**src/rtl/ysyx_25050148_alu_arbiter.sv**
```systemverilog
// rtl/ysyx_25050148_alu_arbiter.sv - round-robin sharing of one ALU between the EXU and the branch/address unit
module ysyx_25050148_alu_arbiter #(
  parameter int DATA_WIDTH = 32,
  parameter int CNT_WIDTH  = 32
) (
  input  logic                  clk,
  input  logic                  rst,
  input  logic                  req_valid0,
  input  logic                  req_valid1,
  output logic                  req_ready0,
  output logic                  req_ready1,
  input  logic [DATA_WIDTH-1:0] req_src1_0,
  input  logic [DATA_WIDTH-1:0] req_src1_1,
  input  logic [DATA_WIDTH-1:0] req_src2_0,
  input  logic [DATA_WIDTH-1:0] req_src2_1,
  input  logic [3:0]            req_opt0,
  input  logic [3:0]            req_opt1,
  input  logic [2:0]            req_inst_type0,
  input  logic [2:0]            req_inst_type1,
  input  logic [2:0]            req_func3_0,
  input  logic [2:0]            req_func3_1,
  input  logic [6:0]            req_func7_0,
  input  logic [6:0]            req_func7_1,
  output logic                  resp_valid0,
  output logic                  resp_valid1,
  input  logic                  resp_ready0,
  input  logic                  resp_ready1,
  output logic [DATA_WIDTH-1:0] resp_result,
  output logic                  resp_branch,
  output logic [DATA_WIDTH-1:0] alu_src1,
  output logic [DATA_WIDTH-1:0] alu_src2,
  output logic [3:0]            alu_opt,
  output logic [2:0]            alu_inst_type,
  output logic [2:0]            alu_func3,
  output logic [6:0]            alu_func7,
  input  logic [DATA_WIDTH-1:0] alu_result,
  input  logic                  alu_branch_flag,
  output logic [CNT_WIDTH-1:0]  grant_cnt0,
  output logic [CNT_WIDTH-1:0]  grant_cnt1
);

  typedef enum logic [1:0] {IDLE, EXEC, RESP} state_t;

  state_t state;
  logic   last_grant;
  logic   owner;
  logic   grant0;
  logic   grant1;

  // On a tie the requester that did not win last time goes first.
  always_comb begin
    grant0 = req_valid0 && (!req_valid1 || last_grant);
    grant1 = req_valid1 && (!req_valid0 || !last_grant);
  end

  assign req_ready0 = (state == IDLE) && grant0;
  assign req_ready1 = (state == IDLE) && grant1;

  always_ff @(posedge clk or posedge rst) begin
    if (rst) begin
      state         <= IDLE;
      last_grant    <= 1'b1;
      owner         <= 1'b0;
      alu_src1      <= '0;
      alu_src2      <= '0;
      alu_opt       <= '0;
      alu_inst_type <= '0;
      alu_func3     <= '0;
      alu_func7     <= '0;
      resp_result   <= '0;
      resp_branch   <= 1'b0;
      resp_valid0   <= 1'b0;
      resp_valid1   <= 1'b0;
      grant_cnt0    <= '0;
      grant_cnt1    <= '0;
    end else begin
      case (state)
        IDLE: begin
          if (req_ready0) begin
            alu_src1      <= req_src1_0;
            alu_src2      <= req_src2_0;
            alu_opt       <= req_opt0;
            alu_inst_type <= req_inst_type0;
            alu_func3     <= req_func3_0;
            alu_func7     <= req_func7_0;
            owner         <= 1'b0;
            last_grant    <= 1'b0;
            grant_cnt0    <= grant_cnt0 + CNT_WIDTH'(1);
            state         <= EXEC;
          end else if (req_ready1) begin
            alu_src1      <= req_src1_1;
            alu_src2      <= req_src2_1;
            alu_opt       <= req_opt1;
            alu_inst_type <= req_inst_type1;
            alu_func3     <= req_func3_1;
            alu_func7     <= req_func7_1;
            owner         <= 1'b1;
            last_grant    <= 1'b1;
            grant_cnt1    <= grant_cnt1 + CNT_WIDTH'(1);
            state         <= EXEC;
          end
        end
        EXEC: begin
          resp_result <= alu_result;
          resp_branch <= alu_branch_flag;
          resp_valid0 <= !owner;
          resp_valid1 <= owner;
          state       <= RESP;
        end
        RESP: begin
          // Returning to IDLE here means the next accept is at least one cycle later.
          if ((resp_valid0 && resp_ready0) || (resp_valid1 && resp_ready1)) begin
            resp_valid0 <= 1'b0;
            resp_valid1 <= 1'b0;
            state       <= IDLE;
          end
        end
        default: state <= IDLE;
      endcase
    end
  end

endmodule

```
**config.mk**
```make
export PLATFORM = sky130hd
export DESIGN_NAME = ysyx_25050148_alu_arbiter
export DESIGN_NICKNAME = d
export VERILOG_FILES = /design/src/rtl/ysyx_25050148_alu_arbiter.sv
export SDC_FILE = /design/constraint.sdc
export NUM_CORES = 1
export LEC_CHECK = 0
export CAP_MARGIN = 10
export CORE_MARGIN = 2
export CORE_UTILIZATION = 30
export CTS_BUF_LIST = sky130_fd_sc_hd__clkbuf_2 sky130_fd_sc_hd__clkbuf_4 sky130_fd_sc_hd__clkbuf_8
export DETAILED_ROUTE_END_ITERATION = 7
export PLACE_DENSITY = 0.73
export SLEW_MARGIN = 20
export SYNTH_ARGS = -nofsm -noshare
export SYNTH_HDL_FRONTEND = slang
export SYNTH_SLANG_ARGS = --single-unit
```
**constraint.sdc**
```tcl
create_clock -name clk -period 6.5 [get_ports clk]
set_input_delay 1.3 -clock clk [delete_from_list [all_inputs] [get_ports clk]]
set_output_delay 1.3 -clock clk [all_outputs]
set_load 0.02 [all_outputs]
```
==> impl_results.md, run 1 <==
* Status: completed
* Wire per inst at 16.5 um
* Syn_area_per_cell at 10.5 um^2
* Total number of vias at 6982
* Total CTS buffers at 17
* Total Routed Length at 24700 um
* Clock power frac at 14.9%
* Ys Warns at 0
* First-pass DRT Iterations at 4
* FP Rows at 60
* Most common cell after layout, fill and taps aside: clkdlybuf4s50_1
* Crit path largest cell delay at 0.63 ns
* Worst Setup Start Kind: input port
* Final nets at 1345
* Worst slew margin at 37.0%
* Req. time, crit path at 5.20 ns
* Place WS at 1.83 ns
* Reg2reg start: state[1]$_DFFE_PP0P_
* Post-Syn Area at 8190 um^2
* DP Wirelength at 18200 um
* Final setup TNS at 0 ns
* Hold Path Sink: resp_result[27]$_DFFE_PP0P_
* VDD IR max at 0.209 mV
* Placed Cells at 1464
* First-pass GRT wire length at 38600 um
* Commonest non-fill, non-tap cells in the layout: clkdlybuf4s50_1 (382), nand2_1 (197), dfrtp_1 (183)
* Area of the multi-input gates at 3340 um^2
* Die height at 169 um
* Worst reg2reg setup slack at 3.92 ns
* Vias per cell at 4.66
* Overflow after GRT at 0
* Comb pwr share at 48.4%
* Layout area overhead at 54.5%
* Largest net degree at the start of global routing at 103
* Min-delay src: resp_result[27]$_DFFE_PP0P_
* Post-CTS setup buffer count at 0
* RSZ-0062 raised after global routing: false
* Static Leakage at 5.74 nW
* Hold Path Depth at 2
* Worst-Margin Slew at 0.937 ns
* Clock Latency Late Sink at 0.45 ns
* Die X at 169 um
* Reg area at 4610 um^2
* Root Buffer: clkbuf_8
* Layout cells sized above 1 at 4.68%
* Clock Sinks at 184
* Core area at 26900 um^2
* Max Slew Vio Count at 0
* Mapped Cells at 778
* Gr usage total at 17.1%
* Fin. Hold Viols at 0
* Post-synthesis cell type count at 39
* Period minus WS final at 4.65 ns
* Reg power frac at 36.7%
* Internal at 2.91 mW
* Hold slack at 0.480 ns
* Number of standard cells in the final layout excluding fillers at 1497
* Final setup violation count at 0
* R2R depth at 5
* Psw at 2.00 mW
* DRT antenna net count at 0
* Slowest-stage cell, CP: clkdlybuf4s50_1
* Hold Buf Count CTS at 0
* Post-synthesis register bit count at 184
* Port-buffer cells at 382
* I/O pins at 383
* CTS clk-pin slew, worst paths at 0.10 ns
* Initial antenna violation count at 2
* Vias in the first global route at 7027
* CP Class: input port to output port
* Final Skew at 0.0259 ns
* Maximum root-to-sink buffer count at 2
* Fillers at 2544
* Hold WC Path Type: flip-flop to flip-flop
* Post_cts resized at 0
* WP data arrival at 3.35 ns
* Min setup slack post-route at 1.85 ns
* CTS H-tree depth at 4
* Sequential share of the synthesized area at 56.2%
* Sw frac at 40.8%
* CTS tree: built
* CP Max Fanout at 33
* PD cells at 388 nW/um^2
* Cell breakdown of the critical path: clkdlybuf4s50_1 -> nand2b_1 -> nand3_4 -> inv_1 -> clkdlybuf4s50_1
* CP dominant cell by count: clkdlybuf4s50_1
* Initial core utilization at 30.5%
* 1st-iter DRT viols at 394
* Mapped Nets at 981
* Critical path endpoint category: output port
* GP Congestion at 0.791
* Fmax at 0.215 GHz
* DRC violations left at 0
* Max-cap viol count at 0
* RR Endpoint: alu_src1[8]$_DFFE_PP0P_
* Final Util at 47.1%
* Final period util at 71.5%
* Full die area at 28600 um^2
## worst max-delay path by stage
stage                     depth (start not counted)                       end  startpoint
after floorplan                                   1  alu_func3[0]$_DFFE_PP0P_         rst
after global placement                            5                req_ready0  req_valid1
after detailed placement                          5                req_ready0  req_valid1
after CTS                                         5                req_ready0  req_valid1
after global routing                              5                req_ready0  req_valid1
final                                             5                req_ready0  req_valid1
## per-layer routing
| metal | track usage, % | wire length (um) | vias up | share of wire [%] |
|---|---|---|---|---|
| li1 | - | - | 3367 | - |
| met1 | 21.1 | 10400 | 3351 | 42 |
| met2 | 28.7 | 12200 | 244 | 49 |
| met3 | 5.50 | 1820 | 20 | 7.4 |
| met4 | 4.83 | 337 | 0 | 1.4 |
| met5 | 0 | 0 | - | 0 |
## through the flow
stage | power (mW) | instance area (um^2)
3_5_place_dp | 4.23 | 12300
5_1_grt | 5.26 | 12700
6_report | 4.91 | 12700
4_1_cts | 4.98 | 12700
3_3_place_gp | 4.18 | 12300
2_1_floorplan | 3.08 | 8190
## area by class of cell
type / instances / area share [%]
antenna: 2 / 0.0395
clock buffer: 18 / 1.91
clock inverter: 13 / 0.899
inverter: 9 / 0.326
multi-input combinational: 542 / 26.4
sequential: 184 / 36.4
tap: 341 / 3.37
timing repair buffer: 388 / 30.7
## synthesized netlist by cell type
| library cell | number | area (um^2) |
|---|---|---|
| nand2_1 | 197 | 739 |
| dfrtp_1 | 183 | 4580 |
| mux2i_1 | 81 | 811 |
| o21ai_0 | 74 | 370 |
| xnor2_1 | 59 | 517 |
| nand4_1 | 38 | 238 |
| nand3_1 | 23 | 115 |
| clkbuf_1 | 16 | 60.1 |
| buf_2 | 12 | 60.1 |
| nor2_1 | 11 | 41.3 |
| o21ai_1 | 10 | 50.1 |
| inv_1 | 9 | 33.8 |
| and3_1 | 7 | 43.8 |
| and4_1 | 6 | 52.6 |
| buf_6 | 6 | 67.6 |
| and2_1 | 5 | 31.3 |
| buf_4 | 4 | 30.0 |
| nor3_1 | 4 | 20.0 |
| clkbuf_2 | 3 | 15.0 |
| xor2_1 | 3 | 26.3 |
| a21o_1 | 2 | 15.0 |
| buf_1 | 2 | 7.51 |
| ha_1 | 2 | 25.0 |
| mux2_2 | 2 | 22.5 |
| nand2b_1 | 2 | 12.5 |
| nor2_2 | 2 | 12.5 |
| nor3_4 | 2 | 32.5 |
| nor4_4 | 2 | 42.5 |
| a211o_4 | 1 | 17.5 |
| a21oi_1 | 1 | 5.00 |
| a221oi_1 | 1 | 8.76 |
| a22oi_1 | 1 | 7.51 |
| and3_2 | 1 | 7.51 |
| dfstp_2 | 1 | 26.3 |
| nand3b_1 | 1 | 7.51 |
| nand4_4 | 1 | 21.3 |
| nor2b_1 | 1 | 6.26 |
| nor4_1 | 1 | 6.26 |
| o22ai_1 | 1 | 6.26 |
## cells by family (layout without fill, tap and decap cells)
group / after synthesis / in the layout / synth area share, %
muxes: 83 / 83 / 10.2
DFF: 184 / 184 / 56.2
and+or+nand+nor: 304 / 304 / 17.5
xor gates and xnor gates: 62 / 62 / 6.63
buffers and inverters: 52 / 428 / 3.35
other: 0 / 2 / 0
AOI/OAI and AO/OA: 91 / 91 / 5.87
adders and majority gates: 2 / 2 / 0.305
## power groups by stage
| stage | clock network (mW) | registers, mW | logic, mW |
|---|---|---|---|
| 4_1_cts | 0.766 | 1.81 | 2.41 |
| 3_5_place_dp | 0 | 1.82 | 2.40 |
| 2_1_floorplan | 0 | 2.26 | 0.817 |
| 5_1_grt | 0.809 | 1.87 | 2.58 |
| 6_report | 0.733 | 1.80 | 2.38 |
| 3_3_place_gp | 0 | 1.81 | 2.37 |
## state kept, by name, summed over array words and instances, names as in the netlist, 2 cells and up
register,cells
state,2
alu_opt,4
alu_inst_type,3
alu_func7,7
grant_cnt1,32
alu_src1,32
grant_cnt0,32
alu_src2,32
alu_func3,3
resp_result,32
## worst max-delay path, delay by kind of cell
family,cells,cell delay (ns)
buf+inv,3,1.34
simple gates,2,0.71
Power figures use the tool's default switching activity.
==> run 2: changes to the inputs <==
PLACE_DENSITY = 0.71   (was 0.73)
clock period = 4.6 ns   (was 6.5 ns; I/O delays follow)
==> impl_results.md, run 2 (synthesis gave the netlist of run 1 again) <==
* Status: completed
* Capture point of the worst path: req_ready1
* CTS tree: built
* Total CTS buffers at 17
* 1st-iter DRT viols at 290
* DP Wirelength at 18600 um
* Total Routed Length at 25000 um
* Fillers at 2523
* CP Class: input port to output port
* Internal at 4.15 mW
* Worst slew margin at 34.5%
* RR Endpoint: alu_src1[22]$_DFFE_PP0P_
* First-pass GRT wire length at 39100 um
* Core area at 26900 um^2
* Root Buffer: clkbuf_8
* Overflow after GRT at 0
* Placed cell areas at 12300 um^2
* Slowest-stage cell, CP: clkdlybuf4s50_1
* CP dominant cell by count: clkdlybuf4s50_1
* Vias in the first global route at 7016
* Clock Sinks at 184
* Reg2reg start: state[0]$_DFFE_PP0P_
* Static Leakage at 5.79 nW
* Comb pwr share at 48.2%
* Buf/Inv on CP at 2
* Max-cap viol count at 0
* Layout area overhead at 55.2%
* First-pass DRT Iterations at 4
* Max Slew Vio Count at 0
* Commonest non-fill, non-tap cells in the layout: clkdlybuf4s50_1 (382), nand2_1 (197), dfrtp_1 (183)
* Critical path endpoint category: output port
* VDD IR max at 0.335 mV
* Most common cell after layout, fill and taps aside: clkdlybuf4s50_1
* I/O pins at 383
* Largest net degree at the start of global routing at 123
* Die X at 169 um
* Wire per inst at 16.6 um
* Final setup violation count at 0
* Cell breakdown of the critical path: clkdlybuf4s50_1 -> a211o_4 -> nor2_2 -> clkdlybuf4s50_1
* Die height at 169 um
* Final period util at 84.2%
* Post_cts resized at 0
* Crit path depth at 4
* Hold Buf Count CTS at 0
* Hold WC Path Type: flip-flop to flip-flop
* Period minus WS final at 3.88 ns
* Layout cells sized above 1 at 5.00%
* Final setup TNS at 0 ns
* CTS clk-pin slew, worst paths at 0.10 ns
* Worst Setup Start Kind: input port
* Gr usage total at 17.4%
* CTS H-tree depth at 4
* PD cells at 551 nW/um^2
* Initial core utilization at 30.5%
* Full die area at 28600 um^2
* Total number of vias at 6995
* GP Congestion at 0.795
* Req. time, crit path at 3.68 ns
* WP data arrival at 2.96 ns
* DRC violations left at 0
* Fin. Hold Viols at 0
* R2R depth at 6
* Final nets at 1349
* Worst-Margin Slew at 0.982 ns
* Port-buffer cells at 382
* Post-CTS setup buffer count at 0
* Reg power frac at 36.4%
* Clock power frac at 15.4%
* Maximum root-to-sink buffer count at 2
* N_diodes at 0
* Worst reg2reg setup slack at 1.90 ns
* CP Max Fanout at 8
* RSZ-0062 raised after global routing: false
* Critical path's top delay family: buffers and inverters
* Sw frac at 40.7%
* Fmax at 0.258 GHz
* Clock Latency Late Sink at 0.46 ns
* Initial antenna violation count at 0
* Crit path largest cell delay at 0.71 ns
* Psw at 2.86 mW
* FP Rows at 60
* Crit path from: req_valid0
* Final Skew at 0.0258 ns
* Vias per cell at 4.66
* Post-route cell area at 12700 um^2
* DRT antenna net count at 0
-- run 2: routing by layer --
metal | part of all wire (%) | up-vias | track usage (%)
met3 | 7.6 | 15 | 6.09
li1 | - | 3378 | -
met1 | 41 | 3363 | 21.4
met5 | 0 | - | 0
met4 | 1.2 | 0 | 4.05
met2 | 50 | 239 | 29.4
-- run 2: worst min path at each step --
stage	slack, ns	cells after the start	endpoint	startpoint
finish	0.48	1	grant_cnt1[31]$_DFFE_PP0P_	grant_cnt1[31]$_DFFE_PP0P_
global route	0.50	1	grant_cnt1[31]$_DFFE_PP0P_	grant_cnt1[31]$_DFFE_PP0P_
CTS	0.48	1	grant_cnt1[31]$_DFFE_PP0P_	grant_cnt1[31]$_DFFE_PP0P_
detailed placement	0.46	2	resp_result[7]$_DFFE_PP0P_	resp_result[7]$_DFFE_PP0P_
global placement	0.46	2	resp_result[9]$_DFFE_PP0P_	resp_result[9]$_DFFE_PP0P_
floorplan	0.46	1	resp_valid0$_DFFE_PP0P_	owner$_DFFE_PP0P_
-- run 2: cell type report --
cell class | instances | area (um^2) | share of cell area, %
Sequential cell | 184 | 4610 | 36.2
Timing Repair Buffer | 392 | 3920 | 30.9
Multi-Input combinational cell | 542 | 3340 | 26.3
Clock inverter | 13 | 128 | 1.00
Tap cell | 341 | 427 | 3.36
Inverter | 9 | 37.5 | 0.295
Clock buffer | 19 | 255 | 2.01
-- run 2: per-stage QoR --
step | total power [mW] | util (%) | cells | hold slack, ns | worst slack (ns)
floorplan | 4.35 | - | 778 | 0.461 | 1.32
CTS | 7.11 | 47.3 | 1500 | 0.480 | 0.725
global route | 7.51 | 47.3 | 1500 | 0.497 | 0.609
detailed placement | 6.00 | 45.9 | 1468 | 0.461 | 0.730
finish | 7.01 | 47.3 | 1500 | 0.477 | 0.725
global placement | 5.93 | 45.9 | 1468 | 0.456 | 0.772
-- run 2: power groups by stage --
stage	Clock (mW)	Sequential (mW)	Combinational (mW)
after floorplan	0	3.20	1.15
after global placement	0	2.57	3.37
after detailed placement	0	2.57	3.42
after CTS	1.13	2.55	3.43
after global routing	1.21	2.63	3.67
final	1.08	2.55	3.38
==> run 3: changes to the inputs <==
PLACE_DENSITY = 0.73   (was 0.71)
clock period = 3.5 ns   (was 4.6 ns; I/O delays follow)
==> impl_results.md, run 3 (synthesis gave the netlist of run 1 again) <==
* CP Class: input port to output port
* Comb pwr share at 48.0%
* Hold slack at 0.479 ns
* CP Max Fanout at 5
* Design Power at 9.32 mW
* Max-cap viol count at 0
* First-pass GRT wire length at 39500 um
* DRT antenna net count at 0
* Crit path largest cell delay at 0.65 ns
* Clock power frac at 16.1%
* Die height at 169 um
* PD cells at 727 nW/um^2
* CTS H-tree depth at 4
* Final Skew at 0.0283 ns
* Port-buffer cells at 382
* Initial core utilization at 30.5%
* Worst Setup Start Kind: input port
* Layout cells sized above 1 at 5.33%
* GP Congestion at 0.779
* Worst reg2reg setup slack at 1.40 ns
* Vias in the first global route at 7197
* CTS clk-pin slew, worst paths at 0.09 ns
* WP data arrival at 2.34 ns
* Fmax at 0.329 GHz
* Vias per cell at 4.62
* RSZ-0062 raised after global routing: false
* Fin. Hold Viols at 0
* Max Slew Vio Count at 0
* Place WS at 0.463 ns
* Slowest-stage cell, CP: clkdlybuf4s50_1
* Static Leakage at 5.84 nW
* Largest net degree at the start of global routing at 84
* VDD IR max at 0.329 mV
* I/O pins at 383
* Core area at 26900 um^2
* Period minus WS final at 3.04 ns
* Layout area overhead at 56.6%
* Final nets at 1353
* Clock Latency Late Sink at 0.46 ns
* Final setup TNS at 0 ns
* Sw frac at 40.4%
* Post_cts resized at 0
* Hold WC Path Type: flip-flop to flip-flop
* Clock Sinks at 184
* Total CTS buffers at 17
* DRC violations left at 0
* Final Util at 47.7%
* Final period util at 86.9%
* CTS tree: built
* Req. time, crit path at 2.80 ns
* Reg power frac at 35.9%
* FP Rows at 60
* First-pass DRT Iterations at 5
* Cell breakdown of the critical path: clkdlybuf4s50_1 -> a211o_4 -> nor2_2 -> clkdlybuf4s50_1
* Die X at 169 um
* Final setup violation count at 0
* Most common cell after layout, fill and taps aside: clkdlybuf4s50_1
* Psw at 3.76 mW
* Min setup slack post-route at 0.457 ns
* Status: completed
* Critical path endpoint category: output port
* Hold Buf Count CTS at 0
* Commonest non-fill, non-tap cells in the layout: clkdlybuf4s50_1 (382), nand2_1 (197), dfrtp_1 (183)
* Total number of vias at 6956
* Internal at 5.56 mW
* Wire per inst at 16.6 um
* Post-CTS setup buffer count at 0
* Maximum root-to-sink buffer count at 2
* Worst-Margin Slew at 0.820 ns
* Overflow after GRT at 0
* DP Wirelength at 18600 um
* Total Routed Length at 25000 um
* Gr usage total at 17.5%
* Full die area at 28600 um^2
* Initial antenna violation count at 2
* Fillers at 2525
* Worst slew margin at 45.3%
* Root Buffer: clkbuf_8
* CP dominant cell by count: clkdlybuf4s50_1
* 1st-iter DRT viols at 333
run 3: path summary, 6_finish.rpt:
kind / start / cells after the start / end
max: req_valid0 / 4 / req_ready1
min: resp_result[29]$_DFFE_PP0P_ / 2 / resp_result[29]$_DFFE_PP0P_
max reg2reg: state[1]$_DFFE_PP0P_ / 4 / grant_cnt0[15]$_DFFE_PP0P_
min reg2reg: resp_result[29]$_DFFE_PP0P_ / 2 / resp_result[29]$_DFFE_PP0P_
max in group asynchronous: rst / 3 / alu_src2[16]$_DFFE_PP0P_
min in group asynchronous: rst / 2 / grant_cnt0[3]$_DFFE_PP0P_
run 3: final cells by class:
cell class              instances  area, um^2  area share (%)
multi-input cells             542        3340            26.0
inverters                       9        37.5           0.293
well taps                     341         427            3.33
clock buffers                  19         255            1.99
clock inverters                13         158            1.23
repair buffers                396        4000            31.2
diodes                          2        5.00          0.0390
flip-flops and latches        184        4610            35.9
run 3: through the flow:
step	instance area, um^2	std cells
after global routing	12800	1506
after floorplan	8200	778
after global placement	12400	1472
final	12800	1506
after detailed placement	12400	1472
after CTS	12800	1504
run 3: routing by layer:
metal  track usage (%)  vias to the layer above  routed length (um)  part of all wire (%)
met5                 0                        -                   0                     0
met4              4.61                        0                 362                   1.4
met3              5.90                       17                1870                   7.5
met2              30.0                      241               12500                    50
met1              21.1                     3310               10300                    41
li1                  -                     3388                   -                     -
run 3: power by group through the flow:
stage | clock network, mW | logic [mW] | registers [mW]
3_5_place_dp | 0 | 4.54 | 3.38
2_1_floorplan | 0 | 1.52 | 4.20
6_report | 1.50 | 4.47 | 3.35
4_1_cts | 1.57 | 4.55 | 3.35
3_3_place_gp | 0 | 4.48 | 3.36
5_1_grt | 1.65 | 4.89 | 3.46
run 3: worst max-delay path: cells and delay by family:
family / cells / cell delay [ns]
buffers and inverters: 2 / 1.11
AOI/OAI and AO/OA: 1 / 0.41
and+or+nand+nor: 1 / 0.12
